[config.mk]
export PLATFORM = sky130hd
export DESIGN_NAME = rsa_uart_sequencer
export DESIGN_NICKNAME = d
export VERILOG_FILES = /design/src/rtl/rsa_seq_pkg.sv /design/src/rtl/rsa_uart_sequencer.sv
export SDC_FILE = /design/constraint.sdc
export NUM_CORES = 2
export LEC_CHECK = 0
export ABC_CLOCK_PERIOD_IN_PS = 1900
export CORE_AREA = 2 2 432 434
export DETAILED_ROUTE_END_ITERATION = 16
export DIE_AREA = 0 0 434 436
export SLEW_MARGIN = 30
export SYNTH_ARGS = -nofsm -noshare
export SYNTH_HDL_FRONTEND = slang
export SYNTH_SLANG_ARGS = --single-unit
[constraint.sdc]
create_clock -name i_clk -period 1.9 [get_ports i_clk]
set_input_delay 0.38 -clock i_clk [delete_from_list [all_inputs] [get_ports i_clk]]
set_output_delay 0.38 -clock i_clk [all_outputs]
set_load 0.01 [all_outputs]
[src/rtl/rsa_seq_pkg.sv]
// rtl/rsa_seq_pkg.sv - shared types and constants for the RSA UART sequencer
package rsa_seq_pkg;

    typedef enum logic [2:0] {
        S_QUERY_RX  = 3'd0,
        S_READ_RX   = 3'd1,
        S_START     = 3'd2,
        S_WAIT_CORE = 3'd3,
        S_QUERY_TX  = 3'd4,
        S_WRITE_TX  = 3'd5
    } state_t;

    typedef enum logic [1:0] {
        PH_N    = 2'd0,
        PH_E    = 2'd1,
        PH_DATA = 2'd2
    } phase_t;

    localparam int BYTES_IN  = 32;
    localparam int BYTES_OUT = 31;

endpackage

[src/rtl/rsa_uart_sequencer.sv]
// rtl/rsa_uart_sequencer.sv - Avalon-MM master feeding key/ciphertext bytes from the UART to the RSA core
module rsa_uart_sequencer
    import rsa_seq_pkg::*;
#(
    parameter logic [4:0] RX_BASE     = 5'd0,
    parameter logic [4:0] TX_BASE     = 5'd4,
    parameter logic [4:0] STATUS_BASE = 5'd8,
    parameter int         RX_OK_BIT   = 7,
    parameter int         TX_OK_BIT   = 6
) (
    input  logic         i_clk,
    input  logic         i_rst,
    output logic [4:0]   avm_address,
    output logic         avm_read,
    input  logic [31:0]  avm_readdata,
    output logic         avm_write,
    output logic [31:0]  avm_writedata,
    input  logic         avm_waitrequest,
    output logic         o_core_start,
    output logic [255:0] o_core_a,
    output logic [255:0] o_core_e,
    output logic [255:0] o_core_n,
    input  logic [255:0] i_core_a_pow_e,
    input  logic         i_core_finished
);

    state_t       state_q, state_d;
    phase_t       phase_q, phase_d;
    logic [4:0]   byte_cnt_q, byte_cnt_d;
    logic [255:0] n_q, n_d, e_q, e_d, a_q, a_d;
    logic [247:0] out_sr_q, out_sr_d;
    logic [4:0]   addr_q, addr_d;
    logic         read_q, read_d, write_q, write_d;
    logic [7:0]   wdata_q, wdata_d;

    logic       xfer_done;
    logic [7:0] rx_byte;
    logic       unused_bits;

    assign xfer_done   = (read_q | write_q) & ~avm_waitrequest;
    assign rx_byte     = avm_readdata[7:0];
    // The result's top byte is never transmitted; the modulus is below 2^248.
    assign unused_bits = ^{avm_readdata[31:8], i_core_a_pow_e[255:248]};

    always_comb begin
        state_d    = state_q;
        phase_d    = phase_q;
        byte_cnt_d = byte_cnt_q;
        n_d        = n_q;
        e_d        = e_q;
        a_d        = a_q;
        out_sr_d   = out_sr_q;
        addr_d     = addr_q;
        read_d     = read_q;
        write_d    = write_q;
        wdata_d    = wdata_q;
        case (state_q)
            S_QUERY_RX: begin
                if (xfer_done && avm_readdata[RX_OK_BIT]) begin
                    state_d = S_READ_RX;
                    addr_d  = RX_BASE;
                end
            end
            S_READ_RX: begin
                if (xfer_done) begin
                    case (phase_q)
                        PH_N:    n_d = {n_q[247:0], rx_byte};
                        PH_E:    e_d = {e_q[247:0], rx_byte};
                        PH_DATA: a_d = {a_q[247:0], rx_byte};
                        default: ;
                    endcase
                    state_d = S_QUERY_RX;
                    addr_d  = STATUS_BASE;
                    if (byte_cnt_q == 5'(BYTES_IN - 1)) begin
                        byte_cnt_d = '0;
                        case (phase_q)
                            PH_N:    phase_d = PH_E;
                            PH_E:    phase_d = PH_DATA;
                            default: begin
                                state_d = S_START;
                                read_d  = 1'b0;
                            end
                        endcase
                    end else begin
                        byte_cnt_d = byte_cnt_q + 5'd1;
                    end
                end
            end
            S_START: state_d = S_WAIT_CORE;
            S_WAIT_CORE: begin
                if (i_core_finished) begin
                    out_sr_d = i_core_a_pow_e[247:0];
                    state_d  = S_QUERY_TX;
                    read_d   = 1'b1;
                    addr_d   = STATUS_BASE;
                end
            end
            S_QUERY_TX: begin
                if (xfer_done && avm_readdata[TX_OK_BIT]) begin
                    state_d = S_WRITE_TX;
                    read_d  = 1'b0;
                    write_d = 1'b1;
                    addr_d  = TX_BASE;
                    wdata_d = out_sr_q[247:240];
                end
            end
            S_WRITE_TX: begin
                if (xfer_done) begin
                    out_sr_d = {out_sr_q[239:0], 8'h00};
                    write_d  = 1'b0;
                    read_d   = 1'b1;
                    addr_d   = STATUS_BASE;
                    if (byte_cnt_q == 5'(BYTES_OUT - 1)) begin
                        byte_cnt_d = '0;
                        state_d    = S_QUERY_RX;
                    end else begin
                        byte_cnt_d = byte_cnt_q + 5'd1;
                        state_d    = S_QUERY_TX;
                    end
                end
            end
            default: begin
                state_d = S_QUERY_RX;
                read_d  = 1'b1;
                write_d = 1'b0;
                addr_d  = STATUS_BASE;
            end
        endcase
    end

    always_ff @(posedge i_clk) begin
        if (i_rst) begin
            state_q    <= S_QUERY_RX;
            phase_q    <= PH_N;
            byte_cnt_q <= '0;
            n_q        <= '0;
            e_q        <= '0;
            a_q        <= '0;
            out_sr_q   <= '0;
            addr_q     <= STATUS_BASE;
            read_q     <= 1'b1;
            write_q    <= 1'b0;
            wdata_q    <= '0;
        end else begin
            state_q    <= state_d;
            phase_q    <= phase_d;
            byte_cnt_q <= byte_cnt_d;
            n_q        <= n_d;
            e_q        <= e_d;
            a_q        <= a_d;
            out_sr_q   <= out_sr_d;
            addr_q     <= addr_d;
            read_q     <= read_d;
            write_q    <= write_d;
            wdata_q    <= wdata_d;
        end
    end

    assign avm_address   = addr_q;
    assign avm_read      = read_q;
    assign avm_write     = write_q;
    assign avm_writedata = {24'h000000, wdata_q};
    assign o_core_start  = (state_q == S_START);
    assign o_core_n      = n_q;
    assign o_core_e      = e_q;
    assign o_core_a      = a_q;

endmodule

-- Yosys cells after proc, flatten, opt, wreduce, memory -nomap -nowiden
Index checks and enable logic that the tools add are counted.
- memory bits (read-only): 0
- memories kept: 0
- bits in registers: 1041
- bits in latches: 0
- memory bits (writable): 0
- div/mod/pow operators: 0
- bitwise operators: 6
- mux-type cells: 33
- equal/unequal tests: 17
- reduce and logical (&&, ||, !) cells: 22
- shifts and indexed selects: 0
- $lt $le $gt $ge: 0
- $add $sub $neg: 1
- multiply operators: 0
- operators by type and width (kind ; number):
    $mux 248 ; 2
    $pmux 248 s2 ; 1
    $mux 5 ; 8
    $pmux 5 s5 ; 1
    $mux 3 ; 6
    $pmux 3 s6 ; 1
    $reduce_and 3->1 ; 6
    $ne 2x2->1 const B ; 7
    $eq 5x5->1 const B ; 2
    $pmux 5 s2 ; 1
    $reduce_and 5->1 ; 2
    $mux 1 ; 8
    $reduce_and 7->1 ; 1
    $eq 3x2->1 const B ; 2
    $eq 3x3->1 const B ; 2
    $reduce_bool 2->1 ; 3
    $reduce_or 2->1 ; 3
    $add 5x1->5 const B ; 1
    $pmux 1 s5 ; 1
    $mux 2 ; 2
    $not 1->1 ; 4
    $pmux 2 s2 ; 1
    $reduce_and 4->1 ; 1
    $reduce_or 4->1 ; 1
    other kinds (11) ; 12

-- Depth between registers and ports, before layout
- depth in word-level cells: 6
- gate-level depth with buffers: 9
- mapped depth without buffers: 7

-- Least setup slack after synthesis
No wires, ideal clock.
- kind: input -> register
- start: input port avm_waitrequest
- end: register addr_q[2] (netlist: avm_address[2])
- arrival time: 1.528 ns
- required time: 1.809 ns
- cell stages on the path: 4
- buffers on the path: 1
- path slack: 0.281 ns
- library setup time: 0.091 ns
- path through: o21bai_2 -> or4_1 -> buf_2 -> a311oi_1
- longest elaborated chain between the ends: 5
- elaborated cells on any way between the ends: 8
- ends and longest elaborated chain (what ; line ; text):
    start: declaration ; rsa_uart_sequencer.sv:18 ; input logic avm_waitrequest,
    $not 1->1 * ; rsa_uart_sequencer.sv:40 ; assign xfer_done = (read_q | write_q) & ~avm_waitrequest;
    $and 1x1->1 * ; rsa_uart_sequencer.sv:40 ;
    $logic_and 1x1->1, on equally long branches ; rsa_uart_sequencer.sv:99, rsa_uart_sequencer.sv:59 ;
    $ne 2x2->1 (no source line) ; -- ;
    $reduce_and 5->1 (no source line) * ; -- ;
    end signal: assignment ; rsa_uart_sequencer.sv:152 ; addr_q <= addr_d;
    end: declaration ; rsa_uart_sequencer.sv:32 ; logic [4:0] addr_q, addr_d;
Mark *: on every way between the ends. The rest lies on a longest branch, timed or not.
A chain may end at the register's enable or synchronous reset.

-- Final worst setup path
- start: register state_q[0]
- end: output port o_core_start
- longest elaborated chain between the ends: 1
- ends and longest elaborated chain (what ; line ; text):
    start: declaration ; rsa_uart_sequencer.sv:27 ; state_t state_q, state_d;
    start signal: assignment ; rsa_uart_sequencer.sv:145 ; state_q <= state_d;
    $eq 3x2->1 ; rsa_uart_sequencer.sv:163 ; assign o_core_start = (state_q == S_START);
    end: declaration ; rsa_uart_sequencer.sv:19 ; output logic o_core_start,
No other way between the ends.

==> impl_metrics.py <==
metrics = {
    "sta": {
        "final_critical_path_setup_slack_ns": -0.0761,
        "maxClockFrequency_mhz": 506,
        "layout_min_cycle_time_ns": 1.98,
        "setup_viol_count_final": 3,
        "unrepaired_setup_endpoints_after_global_routing": "yes",
        "report.final.slew_viol_count": 0,
        "final.setup_skew_ns": 0.0252,
        "fin_crit_sh_pct": 104,
        "final_hold_viol_count": 0,
        "setup_tns_ns": -0.0941,
    },
    "status": {
        "status": "complete, but fails checks",
        "violations": "negative setup slack",
    },
    "synthesis": {
        "yosys.area_share.xor_xnor_pct": 0.0687,
        "netlist_instances": 4583,
        "top_cell_type_s_share_of_synthesized_area_pct": 54.3,
        "post_synth_and_or_nand_nor_area_fraction_pct": 18.3,
        "netlist_top_cells_area": "dfxtp_1, nand2_1, a21oi_1, mux2i_1, a211oi_1",
        "synth.cell_area_um2": 38300,
        "synth_top_family_by_area": "simple AND/OR/NAND/NOR gates",
        "yosys_warnings": 0,
        "synth_adder_area_share_pct": 0.131,
        "synth.area.mux_share_pct": 6.49,
        "post_synthesis_area_per_instance_um2": 8.35,
        "yosys_most_used_dff": "dfxtp_1",
        "synth-compound-area-share_pct": 15.5,
        "synth_top_area_cell": "dfxtp_1",
        "ys_seq_elements": 1038,
        "ys_async_sr_fraction_pct": 0,
        "synth_enable_flop_cells": 0,
        "number_of_unique_standard_cell_types_used_by_synthesis": 48,
        "sequential_to_total_area_share_from_yosys_stat_pct": 54.3,
    },
    "hold_path": {
        "hp-class": "in2reg",
    },
    "global_route": {
        "grt_pass1_vias": 33177,
        "grt_start_max_net_pins": 72,
        "gr-usage-all-layers_pct": 16.1,
        "antenna_found_initial": 31,
        "globalRouteOverflowTotal": 0,
        "grt_first_pass_wirelength_um": 227000,
    },
    "placement": {
        "gpl.final_weighted_congestion": 0.879,
        "buffer_ports.inserted": 1040,
        "detailedPlacementHpwl_um": 122000,
    },
    "worst_setup_path": {
        "arrival_ns": 1.60,
        "crit_type": "reg2out",
        "timing.critical_path.from_type": "flip-flop",
        "cp_data_required_time_ns": 1.52,
        "worstPathMaxFanout": 5,
        "timing.critical_path.to_type": "primary output",
    },
    "floorplan": {
        "die_y_um": 436,
        "total_core_area_um2": 185000,
        "die_area_um2": 189000,
        "ios": 1100,
        "floorplan.initialDensity_pct": 20.7,
        "fp.dieW_um": 434,
        "floorplan.rows": 158,
    },
    "clocking": {
        "clock_tree_from_tritoncts": "yes",
        "ctsHtreeMaxLevel": 3,
        "cts.sink_count": 1038,
        "maximum_clock_path_buffer_count": 3,
        "clock_latency_ns": 0.75,
        "clock_slew_at_the_register_clock_pins_of_the_worst_setup_and_hold_paths_ns": 0.06,
        "cts_made_buffers": 114,
        "cts_root_buf": "clkbuf_16",
    },
    "finish": {
        "fin_nets": 5929,
        "flow.area_growth_from_synthesis_pct": 48.5,
        "post_route_cells_drive_above_1_share_pct": 13.5,
    },
    "routing": {
        "ant_nets": 0,
        "met3_length_um": 9440,
        "wl_met1_um": 66100,
        "detailroute.via_count": 35684,
        "wire_per_inst_um": 19.9,
        "totalWireLength_um": 164000,
        "drt_first_iter_violations": 2401,
        "average_via_count_per_standard_cell": 4.34,
        "drt_first_pass_iters": 5,
        "topRoutingLayerUsed": "met4",
        "met2_routed_length_um": 81200,
        "remaining_drc_errors": 0,
    },
    "power": {
        "max-vdd-ir-drop_v": 0.000800,
        "pleak_nw": 23.1,
        "power-per-cell-area_nw_per_um2": 819,
        "p_total_mw": 46.5,
    },
    "run": {
        "cap_violations": 0,
    },
}
[final timing paths]
kind                      from            end  slack [ns]  depth (start not counted)
min reg2reg      o_core_a[250]  o_core_a[250]        0.45                          2
max reg2reg         state_q[0]   out_sr_q[53]       -0.01                          8
min          i_core_a_pow_e[2]    out_sr_q[2]        0.25                          2
max                 state_q[0]   o_core_start       -0.08                          3
[per-stage QoR]
step | util [%] | worst slack [ns] | cells | cell area [um2] | hold slack [ns]
global placement | 28.5 | -0.396 | 7959 | 52500 | 0.444
finish | 30.8 | -0.0761 | 8222 | 56800 | 0.248
detailed placement | 28.5 | -0.447 | 7959 | 52500 | 0.446
CTS | 30.3 | -0.159 | 8168 | 55900 | 0.158
floorplan | - | 0.281 | 4609 | 38400 | 0.449
global route | 30.8 | -0.162 | 8221 | 56800 | 0.197
[placed cells by master (no fill, tap or decap), types with 5 or more instances in the layout]
cell / count
a211oi_1: 223
a211oi_2: 22
a21oi_1: 770
a21oi_2: 7
a22o_1: 8
buf_12: 66
buf_16: 8
buf_2: 25
buf_4: 168
buf_6: 18
buf_8: 5
bufinv_16: 11
clkbuf_1: 24
clkbuf_16: 132
clkbuf_2: 10
clkbuf_8: 21
clkdlybuf4s15_1: 91
clkdlybuf4s15_2: 120
clkdlybuf4s50_1: 258
clkinv_2: 19
clkinvlp_4: 5
conb_1: 27
dfxtp_1: 934
dfxtp_2: 97
dfxtp_4: 7
diode_2: 20
dlygate4sd2_1: 519
inv_6: 6
mux2i_1: 248
nand2_1: 1537
nand2_2: 6
nand3_1: 8
nor2_1: 260
[what timing repair did]
action                                  in CTS  in global routing
hold buffers                                 1                  0
endpoints found under the hold margin       16                  0
gates resized for setup                   1298                116
pin swaps                                    1                 18
endpoints found under the setup margin     783                190
cloned                                       0                 23
buffers inserted                             3                 11
[sequential cells by signal, indices dropped and copies added (netlist names), 3 cells and up]
register,flops
state_q,3
o_core_a,256
wdata_q,8
o_core_n,256
out_sr_q,248
byte_cnt_q,5
o_core_e,256
[Yosys cell counts, types with 2 or more instances]
| library cell | number |
|---|---|
| nand2_1 | 1543 |
| dfxtp_1 | 1038 |
| a21oi_1 | 777 |
| nor2_1 | 262 |
| mux2i_1 | 248 |
| a211oi_1 | 245 |
| buf_2 | 223 |
| clkbuf_1 | 132 |
| buf_4 | 33 |
| buf_6 | 10 |
| a22o_1 | 8 |
| nand3_1 | 8 |
| ha_1 | 4 |
| inv_1 | 4 |
| nand4_1 | 4 |
| o21ai_0 | 4 |
| and4_1 | 3 |
| a21o_1 | 2 |
| and3_1 | 2 |
| nand4b_1 | 2 |
| nor2b_1 | 2 |
| nor3_1 | 2 |
| xor2_1 | 2 |
[power breakdown]
part	switching, mW	internal (mW)
sequential	0.0132	21.8
combinational	0.994	0.862
clock	9.47	13.4
[critical path, cell delays in order, from the launching register on]
cell     delay (ns)
dfxtp_4        0.36
buf_6          0.12
nor3_4         0.20
buf_12         0.15
[area by class of cell]
class | instances | area [um2]
antenna | 20 | 50.0
clock buffer | 160 | 3260
clock inverter | 45 | 556
fill | 19529 | 128000
inverter | 5 | 18.8
multi-input combinational | 3167 | 15800
sequential | 1038 | 20900
tap | 2480 | 3100
timing repair buffer | 1307 | 13100
[cells by family after synthesis]
| kind of cell | Yosys count |
|---|---|
| xor gates and xnor gates | 3 |
| and+or+nand+nor | 1838 |
| adders and majority gates | 4 |
| buffers and inverters | 404 |
| AOI/OAI and AO/OA | 1047 |
| muxes | 248 |
| other | 1 |
| DFF | 1038 |
[layer usage]
layer / global-route usage (%) / vias to the layer above
met1: 18.5 / 17075
met2: 27.9 / 987
met5: 0 / -
met3: 4.00 / 284
li1: - / 17338
met4: 6.81 / 0
No activity file was read; power rests on OpenSTA's default activity.
